File: src/rtl/pk_sched_pkg.sv
// Shared types and constants for the public-key generation scheduler.
// Holds only values common to the scheduler, its arbiter and its engine partner.
package pk_sched_pkg;

  typedef enum logic [1:0] {
    S_IDLE  = 2'd0,
    S_ISSUE = 2'd1,
    S_WAIT  = 2'd2,
    S_RESP  = 2'd3
  } pks_state_e;

  localparam int         P_MOD  = 227;
  localparam int         Q_OFF  = 225;
  localparam logic [7:0] SK_MIN = 8'd1;
  localparam logic [7:0] SK_MAX = 8'd226;

  localparam logic [1:0] MODE_IDLE = 2'b00;
  localparam logic [1:0] MODE_GEN  = 2'b01;

  localparam logic [7:0] NULL_CHAR = 8'h00;

endpackage

File: src/rtl/pk_gen_scheduler_if.sv
// Link between the scheduler and the shared public-key engine.
// master = scheduler side, slave = engine side.
interface pk_gen_scheduler_if;
  logic [1:0] eng_mode;
  logic [7:0] eng_sk;
  logic [7:0] eng_pk;
  logic       eng_ready;
  logic       eng_err;

  modport master (output eng_mode, eng_sk, input eng_pk, eng_ready, eng_err);
  modport slave  (input eng_mode, eng_sk, output eng_pk, eng_ready, eng_err);
endinterface

File: src/rtl/pk_rr_arbiter.sv
// Rotating-priority picker: first active request at or after ptr wins.
// Purely combinational; the owner advances ptr after each completed service.
module pk_rr_arbiter #(
  parameter int N_REQ = 4,
  parameter int IW    = $clog2(N_REQ)
) (
  input  logic [N_REQ-1:0] req,
  input  logic [IW-1:0]    ptr,
  output logic [N_REQ-1:0] gnt,
  output logic [IW-1:0]    idx,
  output logic             hit
);

  logic [IW-1:0] pos;

  always_comb begin
    gnt = '0;
    idx = '0;
    hit = 1'b0;
    pos = '0;
    for (int k = 0; k < N_REQ; k++) begin
      pos = IW'((int'(ptr) + k) % N_REQ);
      if (!hit && req[pos]) begin
        hit = 1'b1;
        idx = pos;
      end
    end
    gnt[idx] = hit;
  end

endmodule

File: src/rtl/pk_gen_scheduler.sv
// Round-robin scheduler sharing one public-key engine among N_REQ requesters.
// Optional PKS_PRECHECK_EN: range-check keys locally and bypass the engine for bad ones.
module pk_gen_scheduler
  import pk_sched_pkg::*;
#(
  parameter int N_REQ       = 4,
  parameter int TIMEOUT_CYC = 8,
  parameter int IW          = $clog2(N_REQ)
) (
  input  logic                 clk,
  input  logic                 rst,
  input  logic [N_REQ-1:0]     req,
  input  logic [8*N_REQ-1:0]   sk_in,
  output logic [N_REQ-1:0]     gnt,
  output logic [7:0]           pk_out,
  output logic [IW-1:0]        pk_id,
  output logic                 pk_valid,
  output logic                 err_invalid,
  output logic                 err_timeout,
  output logic                 busy,
  pk_gen_scheduler_if.master   eng
);

  localparam logic [7:0] CNT_LAST = 8'(TIMEOUT_CYC - 1);

  pks_state_e     state, state_nxt;
  logic [IW-1:0]  ptr, id_r;
  logic [7:0]     sk_r, pk_r, cnt;
  logic           skip_r, err_inv_r, err_to_r;

  logic [N_REQ-1:0] arb_gnt;
  logic [IW-1:0]    arb_idx;
  logic             arb_hit;
  logic [7:0]       sk_sel;
  logic             sk_bad;

  pk_rr_arbiter #(.N_REQ(N_REQ), .IW(IW)) u_arb (
    .req (req),
    .ptr (ptr),
    .gnt (arb_gnt),
    .idx (arb_idx),
    .hit (arb_hit)
  );

  assign sk_sel = sk_in[{arb_idx, 3'b000} +: 8];

`ifdef PKS_PRECHECK_EN
  assign sk_bad = (sk_sel < SK_MIN) || (sk_sel > SK_MAX);
`else
  assign sk_bad = 1'b0;
`endif

  // Outputs are decoded from the registered state so they are glitch-free
  // and drop to idle values the cycle after a reset.
  always_comb begin
    state_nxt    = state;
    gnt          = '0;
    pk_valid     = 1'b0;
    pk_out       = NULL_CHAR;
    pk_id        = '0;
    err_invalid  = 1'b0;
    err_timeout  = 1'b0;
    busy         = (state != S_IDLE);
    eng.eng_mode = MODE_IDLE;
    eng.eng_sk   = NULL_CHAR;
    case (state)
      S_IDLE: if (arb_hit) state_nxt = S_ISSUE;
      S_ISSUE: begin
        gnt[id_r] = 1'b1;
        if (skip_r) state_nxt = S_RESP;
        else begin
          eng.eng_mode = MODE_GEN;
          eng.eng_sk   = sk_r;
          state_nxt    = S_WAIT;
        end
      end
      S_WAIT: begin
        eng.eng_mode = MODE_GEN;
        eng.eng_sk   = sk_r;
        if (eng.eng_ready || eng.eng_err || cnt == CNT_LAST) state_nxt = S_RESP;
      end
      S_RESP: begin
        pk_valid    = 1'b1;
        pk_out      = pk_r;
        pk_id       = id_r;
        err_invalid = err_inv_r;
        err_timeout = err_to_r;
        state_nxt   = S_IDLE;
      end
      default: state_nxt = S_IDLE;
    endcase
  end

  always_ff @(posedge clk) begin
    if (rst) begin
      state     <= S_IDLE;
      ptr       <= '0;
      id_r      <= '0;
      sk_r      <= '0;
      pk_r      <= '0;
      cnt       <= '0;
      skip_r    <= 1'b0;
      err_inv_r <= 1'b0;
      err_to_r  <= 1'b0;
    end else begin
      state <= state_nxt;
      case (state)
        S_IDLE: if (arb_hit) begin
          id_r   <= arb_idx;
          sk_r   <= sk_sel;
          skip_r <= sk_bad;
        end
        S_ISSUE: begin
          cnt       <= '0;
          pk_r      <= NULL_CHAR;
          err_inv_r <= skip_r;
          err_to_r  <= 1'b0;
        end
        S_WAIT: begin
          cnt <= cnt + 8'd1;
          // ready wins over err, err wins over the timeout
          if (eng.eng_ready) pk_r <= eng.eng_pk;
          else if (eng.eng_err) err_inv_r <= 1'b1;
          else if (cnt == CNT_LAST) err_to_r <= 1'b1;
        end
        S_RESP: ptr <= (id_r == IW'(N_REQ - 1)) ? '0 : id_r + IW'(1);
        default: ;
      endcase
    end
  end

endmodule
File: src/flat_wrapper.sv
// flat-port wrapper written by rule: the top's interface ports become plain ports
module pk_gen_scheduler_flat import pk_sched_pkg::*;
#(
  parameter int N_REQ       = 4,
  parameter int TIMEOUT_CYC = 8,
  parameter int IW          = $clog2(N_REQ)
)
  (clk, rst, req, sk_in, gnt, pk_out, pk_id, pk_valid, err_invalid, err_timeout, busy, eng_eng_mode, eng_eng_sk, eng_eng_pk, eng_eng_ready, eng_eng_err);
  pk_gen_scheduler_if eng_i ();
  input  logic clk;
  input  logic rst;
  input  logic [N_REQ-1:0] req;
  input  logic [8*N_REQ-1:0] sk_in;
  output logic [N_REQ-1:0] gnt;
  output logic [7:0] pk_out;
  output logic [IW-1:0] pk_id;
  output logic pk_valid;
  output logic err_invalid;
  output logic err_timeout;
  output logic busy;
  output wire logic [$bits(eng_i.eng_mode)-1:0] eng_eng_mode;
  output wire logic [$bits(eng_i.eng_sk)-1:0] eng_eng_sk;
  input wire logic [$bits(eng_i.eng_pk)-1:0] eng_eng_pk;
  input wire logic [$bits(eng_i.eng_ready)-1:0] eng_eng_ready;
  input wire logic [$bits(eng_i.eng_err)-1:0] eng_eng_err;
  assign eng_eng_mode = eng_i.eng_mode;
  assign eng_eng_sk = eng_i.eng_sk;
  assign eng_i.eng_pk = eng_eng_pk;
  assign eng_i.eng_ready = eng_eng_ready;
  assign eng_i.eng_err = eng_eng_err;
  pk_gen_scheduler #(.N_REQ(N_REQ), .TIMEOUT_CYC(TIMEOUT_CYC), .IW(IW)) u_core (.clk(clk), .rst(rst), .req(req), .sk_in(sk_in), .gnt(gnt), .pk_out(pk_out), .pk_id(pk_id), .pk_valid(pk_valid), .err_invalid(err_invalid), .err_timeout(err_timeout), .busy(busy), .eng(eng_i));
endmodule
File: config.mk
export PLATFORM = sky130hd
export DESIGN_NAME = pk_gen_scheduler_flat
export DESIGN_NICKNAME = d
export VERILOG_FILES = /design/src/rtl/pk_sched_pkg.sv /design/src/rtl/pk_gen_scheduler_if.sv /design/src/rtl/pk_rr_arbiter.sv /design/src/rtl/pk_gen_scheduler.sv /design/src/flat_wrapper.sv
export SDC_FILE = /design/constraint.sdc
export NUM_CORES = 1
export LEC_CHECK = 0
export CAP_MARGIN = 20
export CORE_MARGIN = 5
export CORE_UTILIZATION = 44
export DETAILED_ROUTE_END_ITERATION = 16
export GPL_ROUTABILITY_DRIVEN = 1
export PLACE_DENSITY_LB_ADDON = 0.3
export SETUP_SLACK_MARGIN = 0.3
export SLEW_MARGIN = 20
export SYNTH_ARGS = -nofsm -noshare
export SYNTH_HDL_FRONTEND = slang
export SYNTH_HIERARCHICAL = 1
export SYNTH_SLANG_ARGS = --single-unit
File: constraint.sdc
create_clock -name clk -period 2.25 [get_ports clk]
set_input_delay 0.45 -clock clk [delete_from_list [all_inputs] [get_ports clk]]
set_output_delay 0.45 -clock clk [all_outputs]
set_load 0.05 [all_outputs]
==> metrics.yaml, run 1 <==
synth:
  syn-cell-area_mm2: 0.00196
  yosysWarnings: 6
  syn_avg_cell_area_um2: 8.59
  synth_nets: 286
  synthCells: 228
clock_tree:
  cts_buffer_depth: 2
  cts_tree: "built"
  clkSinkCount: 32
  cts-root-buf: "clkbuf_8"
  cts_hold_buf: 0
  clock_latency_ps: 280
  clk_pin_slew_ps: 70
  cts_inserted_buffers: 5
  htreeDepth: 2
worst_setup_path:
  reg2reg_slack_ps: 450
  cp-start-kind: "flop"
  path_class: "reg2out"
  r2r_end: "u_core/sk_r[3]$_SDFFE_PP0P_"
  arrival_ps: 1410
  reg2reg_depth: 7
  critPathMaxFanout: 10
  end_kind: "output pin"
  critPathRequiredTime_ps: 1800
  r2r-start: "u_core/ptr[0]$_SDFFE_PP0N_"
route:
  drt-wirelength-per-cell_um: 13.3
  routed_wirelength_um: 4790
  ant_nets: 0
  drc: 0
  routed-via-count: 1885
  firstDrtPassIters: 4
  drt-vias-per-instance: 5.25
  drt_iter0_markers: 100
grt:
  grtUsageMet3_pct: 5.62
  grt_util_all_layers_pct: 16.7
  grt_use_met1_pct: 17.5
  top_usage_layer: "met2"
  antenna_found_initial: 0
  grt_max_degree: 16
  overflow: 0
  grt_pass1_wl_um: 8110
  use_met2_pct: 30.0
  grt_pass1_vias: 1897
worst_hold_path:
  hold_path.class: "reg2reg"
  min_from: "u_core/sk_r[5]$_SDFFE_PP0P_"
  hold_depth: 2
  holdPathEnd: "u_core/sk_r[5]$_SDFFE_PP0P_"
finish:
  stdcell_count: 359
  final_nets: 364
  fillCellCount: 319
  antennaDiodeCount: 0
  fin_util_pct: 72.7
  area_delta_synth_final_pct: 60.4
  post_route_cells_drive_above_1_share_pct: 25.7
timing:
  skew_ps: 3.84
  hold_violations: 0
  slew_viol_final: 0
  grt_setup_unrepaired: "false"
  period_share_pct: 82.7
  min_period_ps: 1860
  final-setup-viol-count: 0
  fmax_ghz: 0.537
pwr:
  peakVddDrop_uv: 596
  leakage_nw: 1.22
  p_per_area_mw_per_mm2: 908
run_status:
  status: "finished clean"
place:
  portBuffers: 74
  dp_hpwl_um: 3670
  place_inst: 346
  gp_congestion: 0.771
die:
  core-area_mm2: 0.00432
  dieHeight_um: 76.7
  pin_count: 76
  fp-row-count: 24
  dieWidth_um: 76.7
  dieArea_mm2: 0.00589
  initial_core_util_pct: 45.3
flow_run:
  max_cap_viol_count: 0
## routing by layer
layer  up-vias  wire length (µm)
li1        933                 -
met1       883              1850
met2        60              2430
met3         9               398
met4         0               106
met5         -                 0
## registers in the layout (all words and copies together) (netlist names)
register / cells
u_core/err_inv_r: 1
u_core/state: 2
u_core/id_r: 2
u_core/sk_r: 8
u_core/ptr: 2
u_core/pk_r: 8
u_core/err_to_r: 1
u_core/cnt: 8
## report_power, final
part / total [W] / switching [W] / internal (W)
combinational: 0.00166 / 0.000888 / 0.000771
sequential: 0.000740 / 0.0000722 / 0.000668
clock: 0.000454 / 0.000204 / 0.000249
## final cells by class
| class | count | area, µm² | area share, % |
|---|---|---|---|
| multi-input combinational | 168 | 1210 | 38.6 |
| timing repair buffer | 88 | 1090 | 34.7 |
| sequential | 32 | 643 | 20.5 |
| clock buffer | 8 | 90.1 | 2.87 |
| tap | 52 | 65.1 | 2.07 |
| inverter | 11 | 41.3 | 1.31 |
## placed cells by master (no fill, tap or decap), drive strengths merged, types with 3 or more instances in the layout
cell type	count
clkdlybuf4s50	43
buf	40
dfxtp	32
nand2	26
and2	25
a21oi	22
nor2	20
inv	11
ha	10
clkbuf	9
mux4	8
nand2b	6
mux2	5
nor3b	5
o21ai	5
dlygate4sd2	4
nand3	4
nand4	4
a32oi	4
mux2i	3
or3	3
xor2	3
## worst max-delay path, cell delays in order (launching register included)
cell and delay [ps]:
dfxtp_2 380, inv_1 100, ha_4 330, and2_2 190
buf_12 140
## timing repair
action,4_1_cts,5_1_grt
endpoints found under the hold margin,0,0
setup buffers,4,0
resized for setup,7,4
gates cloned,1,0
pin swaps,2,0
setup endpoints to repair,18,25
## how the worst max path moves through the flow
stage,startpoint,endpoint,cells after the start
after detailed placement,req[0],u_core/sk_r[4]$_SDFFE_PP0P_,8
after global placement,req[1],u_core/sk_r[5]$_SDFFE_PP0P_,8
after floorplan,u_core/state[0]$_SDFFE_PP0P_,eng_eng_sk[3],5
final,u_core/state[0]$_SDFFE_PP0P_,eng_eng_sk[7],4
after global routing,u_core/ptr[0]$_SDFFE_PP0N_,u_core/sk_r[3]$_SDFFE_PP0P_,7
after CTS,u_core/state[1]$_SDFFE_PP0P_,gnt[0],4
## metrics by stage
stage          cell area [µm²]  power [W]  setup slack (ps)  TNS (ps)  hold WS (ps)
2_1_floorplan             1970    0.00173               330         0           428
3_3_place_gp              3000    0.00228             -26.3      -188           439
3_5_place_dp              3000    0.00230             -72.9      -509           443
4_1_cts                   3140    0.00286               267         0           453
5_1_grt                   3140    0.00304               308         0           473
6_report                  3140    0.00285               389         0           453
Power figures use the tool's default switching activity.
==> inputs of run 2 (changes only) <==
--- a/config.mk
+++ b/config.mk
@@ -7,7 +7,7 @@
 export LEC_CHECK = 0
 export CAP_MARGIN = 20
 export CORE_MARGIN = 5
-export CORE_UTILIZATION = 44
+export CORE_UTILIZATION = 40
 export DETAILED_ROUTE_END_ITERATION = 16
 export GPL_ROUTABILITY_DRIVEN = 1
 export PLACE_DENSITY_LB_ADDON = 0.3
==> constraint.sdc (replaced) <==
create_clock -name clk -period 1.6 [get_ports clk]
set_input_delay 0.32 -clock clk [delete_from_list [all_inputs] [get_ports clk]]
set_output_delay 0.32 -clock clk [all_outputs]
set_load 0.05 [all_outputs]
==> run 2 against run 1 <==
Compared with the run above: the run now ends with negative setup slack left; clock power is 90% higher; design area is 22% higher; die area is 8.7% higher; utilization is 8.3 points higher; flip-flop and latch count stayed put; clock skew is 3.0 ps higher; sequential power is 46% higher; critical path depth is 3 higher; sequential share of layout area is 3.4 points lower; non-clock buffer count is 33 higher; combinational power is 130% higher; routed wire length is 41% higher; critical path type is now reg2reg; critical endpoint is now u_core/sk_r[2]$_SDFFE_PP0P_; largest cell class is now non-clock buffers; largest power group unchanged.
==> metrics.yaml, run 2 (synthesis gave the netlist of run 1 again) <==
timing:
  slew_viol_final: 0
  skew_ps: 6.85
  final-setup-viol-count: 40
  period_share_pct: 115
  min_period_ps: 1840
  holdWs_ps: 458
  tns_ps: -4560
  grt_setup_unrepaired: "true"
  fmax_ghz: 0.545
  hold_violations: 0
  setup_ws_ps: -236
worst_setup_path:
  reg2reg_depth: 7
  cp-start-kind: "flop"
  startpoint: "u_core/ptr[0]$_SDFFE_PP0N_"
  arrival_ps: 2010
  end_kind: "flop"
  critPathMaxFanout: 5
  r2r-start: "u_core/ptr[0]$_SDFFE_PP0N_"
  worst_path_max_delay_cell: "mux4_2"
  path_class: "reg2reg"
  worstPathCellList: "nand2b_4, o21ai_2, a211oi_2, buf_6, mux4_2, nand2_1, a21oi_1"
  max_stage_delay_ps: 500
  critPathRequiredTime_ps: 1780
place:
  dp_worst_setup_slack_ps: -692
  dpl_cell_area_mm2: 0.00321
  portBuffers: 74
  place_inst: 367
  dp_hpwl_um: 3860
  gp_congestion: 0.769
pwr:
  p_per_area_mw_per_mm2: 1490
  peakVddDrop_uv: 1200
  leakage_nw: 1.53
clock_tree:
  cts_tree: "built"
  clk_pin_slew_ps: 70
  clkSinkCount: 32
  htreeDepth: 2
  cts_buffer_depth: 2
  cts_inserted_buffers: 5
  cts-root-buf: "clkbuf_8"
  clock_latency_ps: 290
route:
  routed_wirelength_um: 6760
  drt-vias-per-instance: 5.25
  drc: 0
  drt_iter0_markers: 125
  firstDrtPassIters: 4
  drt-wirelength-per-cell_um: 16.6
  ant_nets: 0
  routed-via-count: 2137
flow_run:
  max_cap_viol_count: 0
worst_hold_path:
  hold_depth: 2
  hold_path.class: "reg2reg"
  min_from: "u_core/sk_r[7]$_SDFFE_PP0P_"
grt:
  grt_util_all_layers_pct: 19.7
  overflow: 0
  grt_max_degree: 15
  grt_pass1_wl_um: 9710
  grt_pass1_vias: 2097
  antenna_found_initial: 0
die:
  pin_count: 76
  dieHeight_um: 80.0
  core-area_mm2: 0.00475
  fp-row-count: 25
  dieWidth_um: 80.0
  dieArea_mm2: 0.00640
  initial_core_util_pct: 41.2
finish:
  post_route_cells_drive_above_1_share_pct: 50.3
  antennaDiodeCount: 0
  area_delta_synth_final_pct: 96.4
  finalInstanceArea_mm2: 0.00385
  reg.largest.list: "u_core/cnt (8), u_core/pk_r (8), u_core/sk_r (8)"
  layout_commonest_cell: "clkdlybuf4s50_1"
  final_cell_mix: "clkdlybuf4s50_1 (42), buf_12 (30), buf_4 (29)"
  final_nets: 397
  stdcell_count: 407
run_status:
  violations: "negative setup slack"
  status: "complete, but fails checks"
[run 2: changes by cell type in the layout (fill, tap and decap cells not counted), moves of 6 or more]
cell | previous run | this run
a21oi_2 | 1 | 9
and2_2 | 8 | 0
and2_1 | 17 | 0
buf_6 | 1 | 12
nand2_2 | 0 | 6
buf_4 | 14 | 29
a21oi_1 | 21 | 13
and2_4 | 0 | 25
nand2_1 | 26 | 20
[run 2: final cells by class]
class,instances,area [µm²]
Inverter,11,48.8
Timing Repair Buffer,121,1480
Clock buffer,7,96.3
Fill cell,288,906
Sequential cell,32,658
Multi-Input combinational cell,168,1460
Tap cell,67,83.8
Clock inverter,1,30.0
[run 2: critical path: cells and delay by family (launching register included)]
family	cells	cell delay, ps
AO/OA/AOI/OAI	3	450
buffers and inverters	1	190
flip-flops	1	370
multiplexers	1	500
AND/OR/NAND/NOR	2	220
[run 2: final timing paths]
check	to	slack, ps
setup reg to reg	u_core/sk_r[2]$_SDFFE_PP0P_	-240
setup / recovery	u_core/sk_r[2]$_SDFFE_PP0P_	-240
hold / removal	u_core/sk_r[7]$_SDFFE_PP0P_	460
hold reg to reg	u_core/sk_r[7]$_SDFFE_PP0P_	460
[run 2: per-stage QoR]
step | util [%] | total power, W
floorplan | - | 0.00272
global placement | 67.6 | 0.00364
detailed placement | 67.6 | 0.00368
CTS | 78.3 | 0.00537
global route | 80.9 | 0.00596
finish | 80.9 | 0.00572
[run 2: report_power, final]
part | switching (W) | leakage (nW) | internal [W] | total, W
combinational | 0.00177 | 1.20 | 0.00200 | 0.00377
clock | 0.000314 | 0.0645 | 0.000549 | 0.000864
sequential | 0.000130 | 0.264 | 0.000955 | 0.00108
total | 0.00222 | 1.53 | 0.00350 | 0.00572
[run 2: metal layers]
layer	track usage [%]	share of wire (%)	wire length [µm]
met2	37.5	54	3620
met1	20.0	36	2420
met4	6.76	1.8	123
met5	0	0	0
met3	5.87	8.9	599
[run 2: what timing repair did]
action / in CTS / in global routing
pin swaps: 19 / 18
cloned: 2 / 1
setup endpoints to repair: 57 / 58
hold buffers: 0 / 0
buffers inserted: 24 / 5
resized for setup: 51 / 25
